**src/rtl/motor_ramp.sv**
```systemverilog
`default_nettype none
// ============================================================================
// Module   : motor_ramp
// Purpose  : Command conditioning ahead of the motor PWM generator. Accepts a
//            target speed/direction, slews the applied speed toward it at a
//            programmable rate, and forces a stop plus dwell before any
//            direction reversal. Emergency stop overrides all commands.
// Revision : 1.0  initial release
// ============================================================================
module motor_ramp #(
    parameter int DWELL_TICKS = 4,     // ramp ticks held at speed 0 before a flip (>=1)
    parameter bit DIR_RESET   = 1'b1   // dir after reset, 1 = forward
) (
    input  logic        clk,
    input  logic        rst,           // synchronous, active-low
    input  logic        cmd_valid,
    output logic        cmd_ready,
    input  logic        cmd_dir,
    input  logic [7:0]  cmd_spd,
    input  logic [15:0] ramp_div,
    input  logic [7:0]  ramp_step,
    input  logic        estop,
    output logic [7:0]  spd_sel,
    output logic        dir,
    output logic        en,
    output logic        at_target,
    output logic        busy
);

    // Dwell counter only ever holds 0..DWELL_TICKS-1; it clears on the flip.
    localparam int c_DWELL_W = (DWELL_TICKS < 2) ? 1 : $clog2(DWELL_TICKS);
    localparam logic [c_DWELL_W-1:0] c_DWELL_LAST = c_DWELL_W'(DWELL_TICKS - 1);
    localparam logic [c_DWELL_W-1:0] c_DWELL_ONE  = c_DWELL_W'(1);

    typedef enum logic [1:0] {
        ST_IDLE  = 2'd0,
        ST_RAMP  = 2'd1,
        ST_DWELL = 2'd2,
        ST_HOLD  = 2'd3
    } state_t;

    // ------------------------------------------------------------------
    // Registered state
    // ------------------------------------------------------------------
    state_t                 r_state;
    logic [7:0]             r_spd;
    logic                   r_dir;
    logic                   r_en;
    logic                   r_ready;
    logic                   r_at_target;
    logic                   r_busy;
    logic [7:0]             r_tgt_spd;
    logic                   r_tgt_dir;
    logic [15:0]            r_presc;
    logic [c_DWELL_W-1:0]   r_dwell;

    // ------------------------------------------------------------------
    // Combinational helpers
    // ------------------------------------------------------------------
    logic [15:0]            w_div;
    logic [7:0]             w_step;
    logic                   w_active;
    logic                   w_tick;
    logic                   w_mismatch;
    logic                   w_on_target;
    logic                   w_accept;
    logic [8:0]             w_diff;
    logic                   w_up;
    logic [7:0]             w_mag;
    logic [7:0]             w_mv;
    logic [7:0]             w_spd_toward;
    logic [7:0]             w_dn;
    logic [7:0]             w_spd_down;

    // Zero divider / zero step are treated as 1.
    assign w_div  = (ramp_div  == 16'd0) ? 16'd1 : ramp_div;
    assign w_step = (ramp_step == 8'd0)  ? 8'd1  : ramp_step;

    // The prescaler only runs while the speed is in motion or dwelling.
    assign w_active = (r_state == ST_RAMP) || (r_state == ST_DWELL);

    // A >= compare keeps the tick coming if ramp_div is lowered below the
    // current prescaler value instead of waiting for a 16-bit wrap.
    assign w_tick = w_active && (r_presc >= (w_div - 16'd1));

    // A zero target never asks for a direction change.
    assign w_mismatch  = (r_dir != r_tgt_dir) && (r_tgt_spd != 8'd0);
    assign w_on_target = (r_spd == r_tgt_spd) &&
                         ((r_tgt_spd == 8'd0) || (r_dir == r_tgt_dir));

    assign w_accept = cmd_valid && r_ready;

    // Nine-bit difference: bit 8 set means the target lies below the speed.
    // The low byte negated gives the magnitude in the downward case.
    assign w_diff       = {1'b0, r_tgt_spd} - {1'b0, r_spd};
    assign w_up         = ~w_diff[8];
    assign w_mag        = w_up ? w_diff[7:0] : (8'd0 - w_diff[7:0]);
    assign w_mv         = (w_step < w_mag) ? w_step : w_mag;
    assign w_spd_toward = w_up ? (r_spd + w_mv) : (r_spd - w_mv);

    // Ramp-down toward zero used while a reversal is pending.
    assign w_dn       = (w_step < r_spd) ? w_step : r_spd;
    assign w_spd_down = r_spd - w_dn;

    // ------------------------------------------------------------------
    // Next-state values for the normal (no reset, no estop) path
    // ------------------------------------------------------------------
    state_t                 w_state_nxt;
    logic [7:0]             w_spd_nxt;
    logic                   w_dir_nxt;
    logic [15:0]            w_presc_nxt;
    logic [c_DWELL_W-1:0]   w_dwell_nxt;

    // Ramp/dwell decisions taken on each prescaler tick against the target
    // as it stood before any command accepted on the same edge.
    always_comb begin
        w_state_nxt = r_state;
        w_spd_nxt   = r_spd;
        w_dir_nxt   = r_dir;
        w_dwell_nxt = r_dwell;
        w_presc_nxt = 16'd0;

        if (w_active) begin
            w_presc_nxt = w_tick ? 16'd0 : (r_presc + 16'd1);
        end

        case (r_state)
            ST_IDLE: begin
                if (r_tgt_spd != 8'd0) begin
                    w_state_nxt = ST_RAMP;
                end
            end

            ST_RAMP: begin
                if (w_tick) begin
                    if (w_mismatch) begin
                        if (r_spd != 8'd0) begin
                            w_spd_nxt = w_spd_down;
                        end else begin
                            w_state_nxt = ST_DWELL;
                            w_dwell_nxt = '0;
                        end
                    end else begin
                        w_spd_nxt = w_spd_toward;
                        if (w_spd_toward == r_tgt_spd) begin
                            w_state_nxt = (r_tgt_spd != 8'd0) ? ST_HOLD : ST_IDLE;
                        end
                    end
                end
            end

            ST_DWELL: begin
                if (w_tick) begin
                    if (!w_mismatch) begin
                        // Target changed so no reversal is needed any more.
                        w_state_nxt = (r_tgt_spd != 8'd0) ? ST_RAMP : ST_IDLE;
                        w_dwell_nxt = '0;
                    end else if (r_dwell == c_DWELL_LAST) begin
                        w_dir_nxt   = r_tgt_dir;
                        w_state_nxt = ST_RAMP;
                        w_dwell_nxt = '0;
                    end else begin
                        w_dwell_nxt = r_dwell + c_DWELL_ONE;
                    end
                end
            end

            ST_HOLD: begin
                if (!w_on_target) begin
                    w_state_nxt = ST_RAMP;
                end
            end

            default: begin
                w_state_nxt = ST_IDLE;
            end
        endcase
    end

    // State, outputs and target register; reset beats estop, estop beats commands.
    always_ff @(posedge clk) begin
        if (!rst) begin
            r_state     <= ST_IDLE;
            r_spd       <= 8'd0;
            r_dir       <= DIR_RESET;
            r_en        <= 1'b0;
            r_ready     <= 1'b0;
            r_at_target <= 1'b1;
            r_busy      <= 1'b0;
            r_tgt_spd   <= 8'd0;
            r_tgt_dir   <= DIR_RESET;
            r_presc     <= 16'd0;
            r_dwell     <= '0;
        end else if (estop) begin
            // Direction is left alone so a restart in the same direction
            // does not need a dwell.
            r_state     <= ST_IDLE;
            r_spd       <= 8'd0;
            r_en        <= 1'b0;
            r_ready     <= 1'b0;
            r_at_target <= 1'b1;
            r_busy      <= 1'b0;
            r_tgt_spd   <= 8'd0;
            r_presc     <= 16'd0;
            r_dwell     <= '0;
        end else begin
            r_state     <= w_state_nxt;
            r_spd       <= w_spd_nxt;
            r_dir       <= w_dir_nxt;
            r_en        <= 1'b1;
            r_ready     <= 1'b1;
            r_presc     <= w_presc_nxt;
            r_dwell     <= w_dwell_nxt;
            r_at_target <= (w_state_nxt == ST_IDLE) || (w_state_nxt == ST_HOLD);
            r_busy      <= (w_state_nxt == ST_RAMP) || (w_state_nxt == ST_DWELL);
            if (w_accept) begin
                r_tgt_spd <= cmd_spd;
                r_tgt_dir <= cmd_dir;
            end
        end
    end

    assign spd_sel   = r_spd;
    assign dir       = r_dir;
    assign en        = r_en;
    assign cmd_ready = r_ready;
    assign at_target = r_at_target;
    assign busy      = r_busy;

endmodule
`default_nettype wire

```
**config.mk**
```make
export PLATFORM = sky130hd
export DESIGN_NAME = motor_ramp
export DESIGN_NICKNAME = d
export VERILOG_FILES = /design/src/rtl/motor_ramp.sv
export SDC_FILE = /design/constraint.sdc
export NUM_CORES = 1
export LEC_CHECK = 0
export ABC_AREA = 1
export CORE_MARGIN = 1.5
export CORE_UTILIZATION = 45
export DETAILED_ROUTE_END_ITERATION = 12
export PLACE_DENSITY = 0.77
export RECOVER_POWER = 100
export SYNTH_ARGS = -nofsm -noshare
export SYNTH_HDL_FRONTEND = slang
export SYNTH_SLANG_ARGS = --single-unit
export TNS_END_PERCENT = 5
```
**constraint.sdc**
```tcl
create_clock -name clk -period 6.1 [get_ports clk]
set_input_delay 1.22 -clock clk [delete_from_list [all_inputs] [get_ports clk]]
set_output_delay 1.22 -clock clk [all_outputs]
set_load 0.1 [all_outputs]
```
# Yosys cells after proc, flatten, opt, wreduce, memory -nomap -nowiden
# Index checks and enable logic that the tools add are counted.
# op_classes
addsub,8
mul,0
n_eq_ne,16
div_mod_pow,0
n_mux,28
n_bitwise,3
magnitude_cmp,3
n_shift,0
n_reduce_logical,22
# ops
operator,n
$mux 8,7
$mux 2,16
$add 16x1->16 const B,1
$eq 8x8->1,2
$ge 16x16->1,1
$logic_not 16->1,1
$logic_not 8->1,2
$lt 8x8->1,2
$mux 16,1
$reduce_bool 8->1,2
$sub 16x1->16 const B,1
$sub 8x8->8,2
$eq 2x2->1 const B,5
$reduce_and 5->1,2
$sub 8x8->9,1
$add 8x8->8,1
$ne 2x2->1 const B,4
$pmux 2 s4,1
$sub 1x8->8 const A,1
$eq 2x1->1 const B,2
$logic_and 1x1->1,4
$logic_not 2->1,2
$logic_or 1x1->1,4
$pmux 2 s2,1
11 further kinds,14
# word_totals
output_inout_bits,13
memories,0
latchBits,0
ff_bits,41
romBits,0
ramBits,0
wordCells,90

# Logic depth before layout (Yosys ltp)
# Gate-level depths: netlist of run 1.
# depth
ltp_word,14
ltp_mapped,53
ltp_nobuf,51

# Worst setup path before layout of run 1
# OpenSTA, ideal clock, no wires.
# synth_path
kind,reg2reg
startpoint,"reg r_spd[2], in the netlist spd_sel[2]"
endpoint,"reg r_at_target, in the netlist at_target"
setup_slack_ps,-321
t_arrival_ps,6304
stages_incl_launch_ff,47
n_path_buf,1
required_time_ps,5983
period_less_slack_ps,6421
cell_sequence,dfxtp_1 > inv_1 > ha_1 > or2_4 > nand3_2 > nand2_2 > nand2_2 > nand2_1 > a21oi_1 > xor2_1 > xor2_1 > inv_1 > ha_1 > inv_1 > a21oi_4 > nand3_4 > nand2_4 > buf_6 > [... 11 more ...] > nand2_1 > a21oi_1 > xor2_1 > o211ai_1 > nand2_1 > inv_1 > nand2_1 > nand2_1 > nand2_1 > nand3_1 > nand2_1 > nand3_1 > nand2_1 > nand2_1 > nand2_2 > nand3_1 > nand2_1 > o21ai_1
# synth_between
elab_chain_cells,14
# synth_rtl
item,line_no,text
start: declaration,46,logic [7:0] r_spd;
start signal: assignment,208,r_spd <= w_spd_nxt;
$sub 8x8->9,95,"assign w_diff = {1'b0, r_tgt_spd} - {1'b0, r_spd};"
$sub 1x8->8,97,assign w_mag = w_up ? w_diff[7:0] : (8'd0 - w_diff[7:0]);
$mux 8,97,
$lt 8x8->1,98,assign w_mv = (w_step < w_mag) ? w_step : w_mag;
$mux 8,98,
$add 8x8->8 or $sub 8x8->8 (tied branches),99,assign w_spd_toward = w_up ? (r_spd + w_mv) : (r_spd - w_mv);
$mux 8,99,
$eq 8x8->1,145,if (w_spd_toward == r_tgt_spd) begin
$mux 2,145,
$mux 2,136,if (w_mismatch) begin
$mux 2,135,if (w_tick) begin
$pmux 2 s4 *,127,case (r_state)
$eq 2x2->1 or $logic_not 2->1 (tied branches),214,r_at_target <= (w_state_nxt == ST_IDLE) || (w_state_nxt == ST_HOLD);
$logic_or 1x1->1 *,214,
end signal: assignment,214,
end: declaration,50,logic r_at_target;
# Mark *: on every way between the ends. The rest lies on a longest branch, timed or not.
# A chain may end at the register's enable or synchronous reset.

# Final worst setup path of run 1
# layout_path
startpoint,reg r_tgt_spd[0]
endpoint,"reg r_at_target, in the netlist at_target"
# layout_between
elab_chain_cells,14
# layout_rtl
item,line_no,text
start: declaration,52,logic [7:0] r_tgt_spd;
start signal: assignment,217,r_tgt_spd <= cmd_spd;
$sub 8x8->9,95,
$sub 1x8->8,97,
$mux 8,97,
$lt 8x8->1,98,
$mux 8,98,
$add 8x8->8 or $sub 8x8->8 (tied branches),99,
$mux 8,99,
$eq 8x8->1,145,
$mux 2,145,
$mux 2,136,
$mux 2,135,
$pmux 2 s4 *,127,
$eq 2x2->1 or $logic_not 2->1 (tied branches),214,
$logic_or 1x1->1 *,214,
# Marks and branches as above.

==> results of run 1 <==
-- state kept, by name, summed over array words and instances, names as in the netlist --
name       count
busy           1
r_presc       16
at_target      1
r_tgt_spd      8
cmd_ready      1
r_state        2
r_tgt_dir      1
r_dwell        2
dir            1
spd_sel        8
-- stage by stage --
| stage | power [mW] | util, % | TNS, ns | instance area [um2] |
|---|---|---|---|---|
| after global placement | 0.764 | 53.4 | 0 | 5200 |
| after global routing | 1.19 | 58.7 | -0.699 | 5710 |
| final | 1.12 | 58.7 | 0 | 5710 |
| after detailed placement | 0.774 | 53.4 | 0 | 5200 |
| after floorplan | 0.657 | - | 0 | 4520 |
| after CTS | 1.00 | 54.6 | 0 | 5310 |
-- worst max-delay path, delay by kind of cell, from the launching register on --
| kind | cells | cell delay (ns) |
|---|---|---|
| AOI/OAI and AO/OA | 7 | 0.98 |
| xor gates and xnor gates | 3 | 0.49 |
| adders and majority gates | 6 | 1.86 |
| buffers and inverters | 5 | 0.39 |
| DFF | 1 | 0.36 |
| and+or+nand+nor | 16 | 1.71 |
-- logic make-up (layout without fill, tap and decap cells) --
kind of cell / Yosys count / after routing / synth area share [%]
xor+xnor: 45 / 45 / 8.75
flops: 41 / 41 / 18.2
compound gates: 112 / 112 / 14.7
buf+inv: 115 / 186 / 10.0
simple gates: 300 / 300 / 30.6
fa+ha+maj: 62 / 62 / 17.7
-- placed cells by master, fill, tap and decap left out, types with 14 or more instances in the layout --
cell type and count:
nand2_1 117, inv_1 92, buf_4 24, dlygate4sd3_1 16, o21ai_0 33, xnor2_1 14
nand2_2 22, dfxtp_1 32, nor2_1 67, ha_1 52, xor2_1 28, a21oi_1 31
clkdlybuf4s50_1 33, nand3_1 34
-- repair_timing --
item | CTS | global route
buffers inserted | 0 | 15
setup endpoints to repair | 0 | 5
resized for setup | 0 | 68
-- worst paths after layout --
check	end	slack, ns	startpoint	depth (start not counted)
worst min register to register	r_presc[0]$_SDFF_PP0_	0.48	r_presc[0]$_SDFF_PP0_	1
worst max-delay path	at_target$_SDFF_PP1_	0.20	r_tgt_spd[0]$_SDFFE_PP0P_	37
worst max register to register	at_target$_SDFF_PP1_	0.20	r_tgt_spd[0]$_SDFFE_PP0P_	37
worst min-delay path	r_presc[0]$_SDFF_PP0_	0.48	r_presc[0]$_SDFF_PP0_	1
-- layout make-up --
type                    instances  area, um2
inverters                     101        383
repair buffers                 77        701
clock buffers                   5       68.8
fillers                       913       4020
well taps                     133        166
multi-input cells             519       3510
clock inverters                 3       43.8
flip-flops and latches         41        837
-- power groups by stage --
stage	Sequential [mW]	Clock (mW)	Combinational (mW)
floorplan	0.295	0	0.361
CTS	0.276	0.229	0.498
finish	0.276	0.228	0.619
global placement	0.282	0	0.482
detailed placement	0.282	0	0.491
global route	0.276	0.239	0.676
-- metal layers --
metal  global-route usage, %  vias to the layer above  part of all wire, %
met5                       0                        -                    0
met4                    8.42                        0                  2.9
met3                    2.03                       22                  3.7
met2                    40.1                      123                   50
met1                    25.9                     2123                   43
li1                        -                     2362                    -
==> flow_metrics.py, run 1 <==
metrics = {
    "cts": {
        "holdBufCountCts": 0,
        "cts-buffers-inserted": 5,
        "cts_buffer_depth": 2,
        "cts-root-buf": "clkbuf_8",
        "h-tree-depth": 2,
        "cts_tree": "built",
        "cts_sinks": 41,
        "clk_latency_ns": 0.31,
        "clk_pin_slew_worst_paths_ns": 0.09,
    },
    "logic_synthesis": {
        "avgSynthCellArea_um2": 6.68,
        "synth_edf_count": 0,
        "synthCells": 675,
        "ys_warn_count": 0,
        "synth_area_um2": 4510,
        "yosysMostFrequentCell": "nand2_1",
        "yosysUniqueCellTypes": 43,
        "synth-seq-cells": 41,
        "synthFlopType": "dfxtp_1",
        "synth_top_area_share_pct": 18.2,
        "synth_top_area_cell": "dfxtp_1",
        "ys_top_cells_by_count": "nand2_1 (123), inv_1 (99), nor2_1 (71)",
        "synth_nets": 774,
        "synthArstFlopShare_pct": 0,
        "ys_top_cells_by_area": "dfxtp_1 (18%), ha_1 (16%), nand2_1 (10%), inv_1 (8.2%), nor2_1 (5.9%)",
        "yosysSeqAreaShare_pct": 18.2,
    },
    "worst_setup_path": {
        "slowest_stage": "fa_2",
        "cp.required_ns": 6.31,
        "critPathMaxStageDelay_ns": 0.60,
        "crit_path_start_kind": "register",
        "cp_common_cell": "nand2_1",
        "end_kind": "register",
        "path_max_fanout": 6,
        "path_class": "reg2reg",
        "arrival_ns": 6.11,
    },
    "die": {
        "dieHeight_um": 103,
        "die_x_um": 103,
        "rows": 36,
        "core_um2": 9730,
        "dieArea_um2": 10600,
        "io_pins": 50,
        "start_util_pct": 46.3,
    },
    "placed_design": {
        "port_buffers": 49,
        "dp.cells": 856,
        "hpwl_um": 9270,
        "dp_slack_ns": 0.0144,
        "place_congestion": 0.955,
    },
    "power": {
        "sw_frac_of_total_pct": 41.9,
        "p_clk_share_pct": 20.3,
        "p_comb_share_pct": 55.2,
        "seq_power_share_pct": 24.5,
        "p_switching_mw": 0.471,
        "power_leakage_nw": 2.71,
        "ir_drop_mv": 0.103,
        "p_int_mw": 0.652,
        "powerDensity_nw_per_um2": 197,
    },
    "finish": {
        "syn2layout_area_growth_pct": 26.6,
        "final_layout_size_suffix_gt1_share_pct": 16.5,
        "nets": 844,
        "antenna_cells": 0,
        "finalNonFillerCells": 879,
    },
    "global_routing": {
        "grt_pass1_wl_um": 18300,
        "grt_pass1_vias": 4239,
        "track_usage_pct": 21.7,
        "overflow": 0,
        "grt_antenna_before_repair": 0,
        "grt_start_max_net_pins": 18,
    },
    "routing": {
        "drc": 0,
        "antenna_left": 0,
        "vias": 4630,
        "first_pass_iters": 5,
        "routed_wirelength_um": 12100,
        "drt_iter0_markers": 284,
        "avgRoutedWirePerCell_um": 13.8,
        "viasPerCell": 5.27,
    },
    "flow_run": {
        "cap_violations": 0,
    },
    "timing": {
        "finalMaxSlewViolations": 0,
        "hold_viol": 0,
        "setup_viol": 0,
        "worstMarginPinSlew_ns": 1.00,
        "finClkSkew_ns": 0.00959,
        "finalCritPeriodShare_pct": 96.7,
        "finalCriticalPeriod_ns": 5.90,
        "relSlewSlack_pct": 33.1,
        "hold_ws_ns": 0.481,
        "layout_setup_ws_ns": 0.200,
        "clock.fmax_mhz": 170,
    },
    "status": {
        "status": "finished clean",
    },
    "min_path": {
        "hp-class": "reg2reg",
    },
}
Note: power is estimated with default switching activity, not from simulation.
==> run 2: changes to the inputs <==
--- a/config.mk
+++ b/config.mk
@@ -6,6 +6,7 @@
 export NUM_CORES = 1
 export LEC_CHECK = 0
 export ABC_AREA = 1
+export ABC_CLOCK_PERIOD_IN_PS = 5100
 export CORE_MARGIN = 1.5
 export CORE_UTILIZATION = 45
 export DETAILED_ROUTE_END_ITERATION = 12
==> constraint.sdc (replaced) <==
create_clock -name clk -period 5.1 [get_ports clk]
set_input_delay 1.02 -clock clk [delete_from_list [all_inputs] [get_ports clk]]
set_output_delay 1.02 -clock clk [all_outputs]
set_load 0.1 [all_outputs]
==> run 2 against run 1 <==
The flow now finishes with violations (setup timing); non-clock buffer count grew 92; clock-buffer cell count is the same; maximum frequency grew 0.37%; sequential cell count is the same; sequential power grew 18%; via count grew 12%; critical path type unchanged; critical endpoint is now busy$_SDFF_PP0_; largest power group unchanged.
==> flow_metrics.py, run 2 (synthesis results as in run 1) <==
metrics = {
    "placed_design": {
        "hpwl_um": 11000,
        "placed_area_um2": 5990,
        "place_congestion": 1.01,
        "port_buffers": 49,
        "dp.cells": 946,
    },
    "status": {
        "violations": "setup timing",
        "status": "finished with violations",
    },
    "cts": {
        "cts_tree": "built",
        "cts_buffer_depth": 2,
        "h-tree-depth": 2,
        "clk_pin_slew_worst_paths_ns": 0.10,
        "cts-buffers-inserted": 5,
        "cts-root-buf": "clkbuf_8",
        "cts_sinks": 41,
        "clk_latency_ns": 0.31,
    },
    "die": {
        "rows": 36,
        "start_util_pct": 46.3,
        "dieArea_um2": 10600,
        "core_um2": 9730,
        "die_x_um": 103,
        "io_pins": 50,
        "dieHeight_um": 103,
    },
    "finish": {
        "fillCellCount": 792,
        "final_common_cell": "buf_4",
        "syn2layout_area_growth_pct": 45.3,
        "nets": 936,
        "largest-register": "r_presc",
        "fin_area_um2": 6550,
        "antenna_cells": 0,
        "largest_reg_flops": 16,
        "layout_common_cells": "buf_4 (118), nand2_1 (110), inv_1 (85), nor2_1 (66), ha_1 (49)",
        "finalNonFillerCells": 971,
        "final_layout_size_suffix_gt1_share_pct": 29.2,
    },
    "routing": {
        "antenna_left": 0,
        "drc": 0,
        "avgRoutedWirePerCell_um": 15.1,
        "drt_iter0_markers": 334,
        "vias": 5192,
        "viasPerCell": 5.35,
        "first_pass_iters": 6,
        "routed_wirelength_um": 14700,
    },
    "worst_setup_path": {
        "cp.required_ns": 5.30,
        "cp_common_cell": "nand2_1",
        "critPathMaxStageDelay_ns": 0.37,
        "path_max_fanout": 5,
        "reg2reg_from": "spd_sel[0]$_SDFFE_PP0P_",
        "path_class": "reg2reg",
        "startpoint": "spd_sel[0]$_SDFFE_PP0P_",
        "end_kind": "register",
        "arrival_ns": 6.08,
        "crit_path_start_kind": "register",
        "slowest_stage": "dfxtp_4",
    },
    "min_path": {
        "hp-class": "reg2reg",
        "hp-start": "r_dwell[1]$_SDFFE_PP0P_",
    },
    "timing": {
        "relSlewSlack_pct": 34.2,
        "hold_ws_ns": 0.483,
        "finClkSkew_ns": 0.0162,
        "finalCriticalPeriod_ns": 5.88,
        "worstMarginPinSlew_ns": 0.983,
        "rsz0062_at_grt": "yes",
        "setup_viol": 6,
        "finalMaxSlewViolations": 0,
        "hold_viol": 0,
        "finalCritPeriodShare_pct": 115,
        "layout_setup_ws_ns": -0.778,
        "clock.fmax_mhz": 170,
    },
    "flow_run": {
        "cap_violations": 0,
    },
    "global_routing": {
        "grt_antenna_before_repair": 0,
        "grt_pass1_wl_um": 21900,
        "overflow": 0,
        "grt_pass1_vias": 4932,
        "track_usage_pct": 26.2,
        "grt_start_max_net_pins": 18,
    },
    "power": {
        "powerDensity_nw_per_um2": 254,
        "power_leakage_nw": 3.18,
        "ir_drop_mv": 0.180,
    },
}
run 2: cell count changes in the layout (fill, tap and decap cells not counted), sizes merged:
cell | previous run | this run
buf | 26 | 119
clkbuf | 7 | 6
run 2: path summary, 6_finish.rpt:
path                                           endpoint  slack (ns)  cells past startpoint
worst min-delay path            r_dwell[1]$_SDFFE_PP0P_        0.48                      2
worst max register to register          busy$_SDFF_PP0_       -0.78                     40
worst max-delay path                    busy$_SDFF_PP0_       -0.78                     40
worst min register to register  r_dwell[1]$_SDFFE_PP0P_        0.48                      2
run 2: power by group:
part / internal [mW] / switching [mW] / total, mW
combinational: 0.507 / 0.558 / 1.07
sequential: 0.321 / 0.00423 / 0.325
clock: 0.147 / 0.129 / 0.276
total: 0.975 / 0.692 / 1.67
run 2: worst max-delay path, delay by kind of cell, from the launching register on:
kind	cells	cell delay [ns]
buf+inv	7	0.80
compound gates	7	0.99
xor+xnor	4	0.84
flops	1	0.37
fa+ha+maj	5	1.22
simple gates	17	1.52
run 2: layer usage:
metal	GRT usage, %	part of all wire, %	vias up
met5	0	0	-
met4	10.2	4.9	0
met3	2.17	4.2	68
met2	51.2	51	187
met1	29.2	40	2381
li1	-	-	2556
run 2: area by class of cell:
class / instances / area [um2] / share of cell area [%]
multi-input cells: 519 / 3630 / 55.4
inverters: 101 / 392 / 5.98
flip-flops and latches: 41 / 853 / 13.0
clock inverters: 3 / 46.3 / 0.707
repair buffers: 169 / 1400 / 21.3
well taps: 133 / 166 / 2.54
clock buffers: 5 / 68.8 / 1.05
run 2: timing repair:
item	in CTS	in global routing
hold buffers	0	0
setup endpoints to repair	5	12
gates resized for setup	29	46
pin swaps	29	51
setup buffers	9	8
hold endpoints to repair	0	0
run 2: per-stage QoR:
step                      util, %  setup WS, ns  TNS [ns]  total power [mW]
after CTS                    64.6        -0.492     -1.64              1.48
final                        67.3        -0.778     -3.18              1.67
after global routing         67.3         -1.12     -5.97              1.75
after global placement       61.6        -0.370     -1.21              1.09
after detailed placement     61.6        -0.645     -2.40              1.11
after floorplan                 -        -0.368     -1.24             0.790
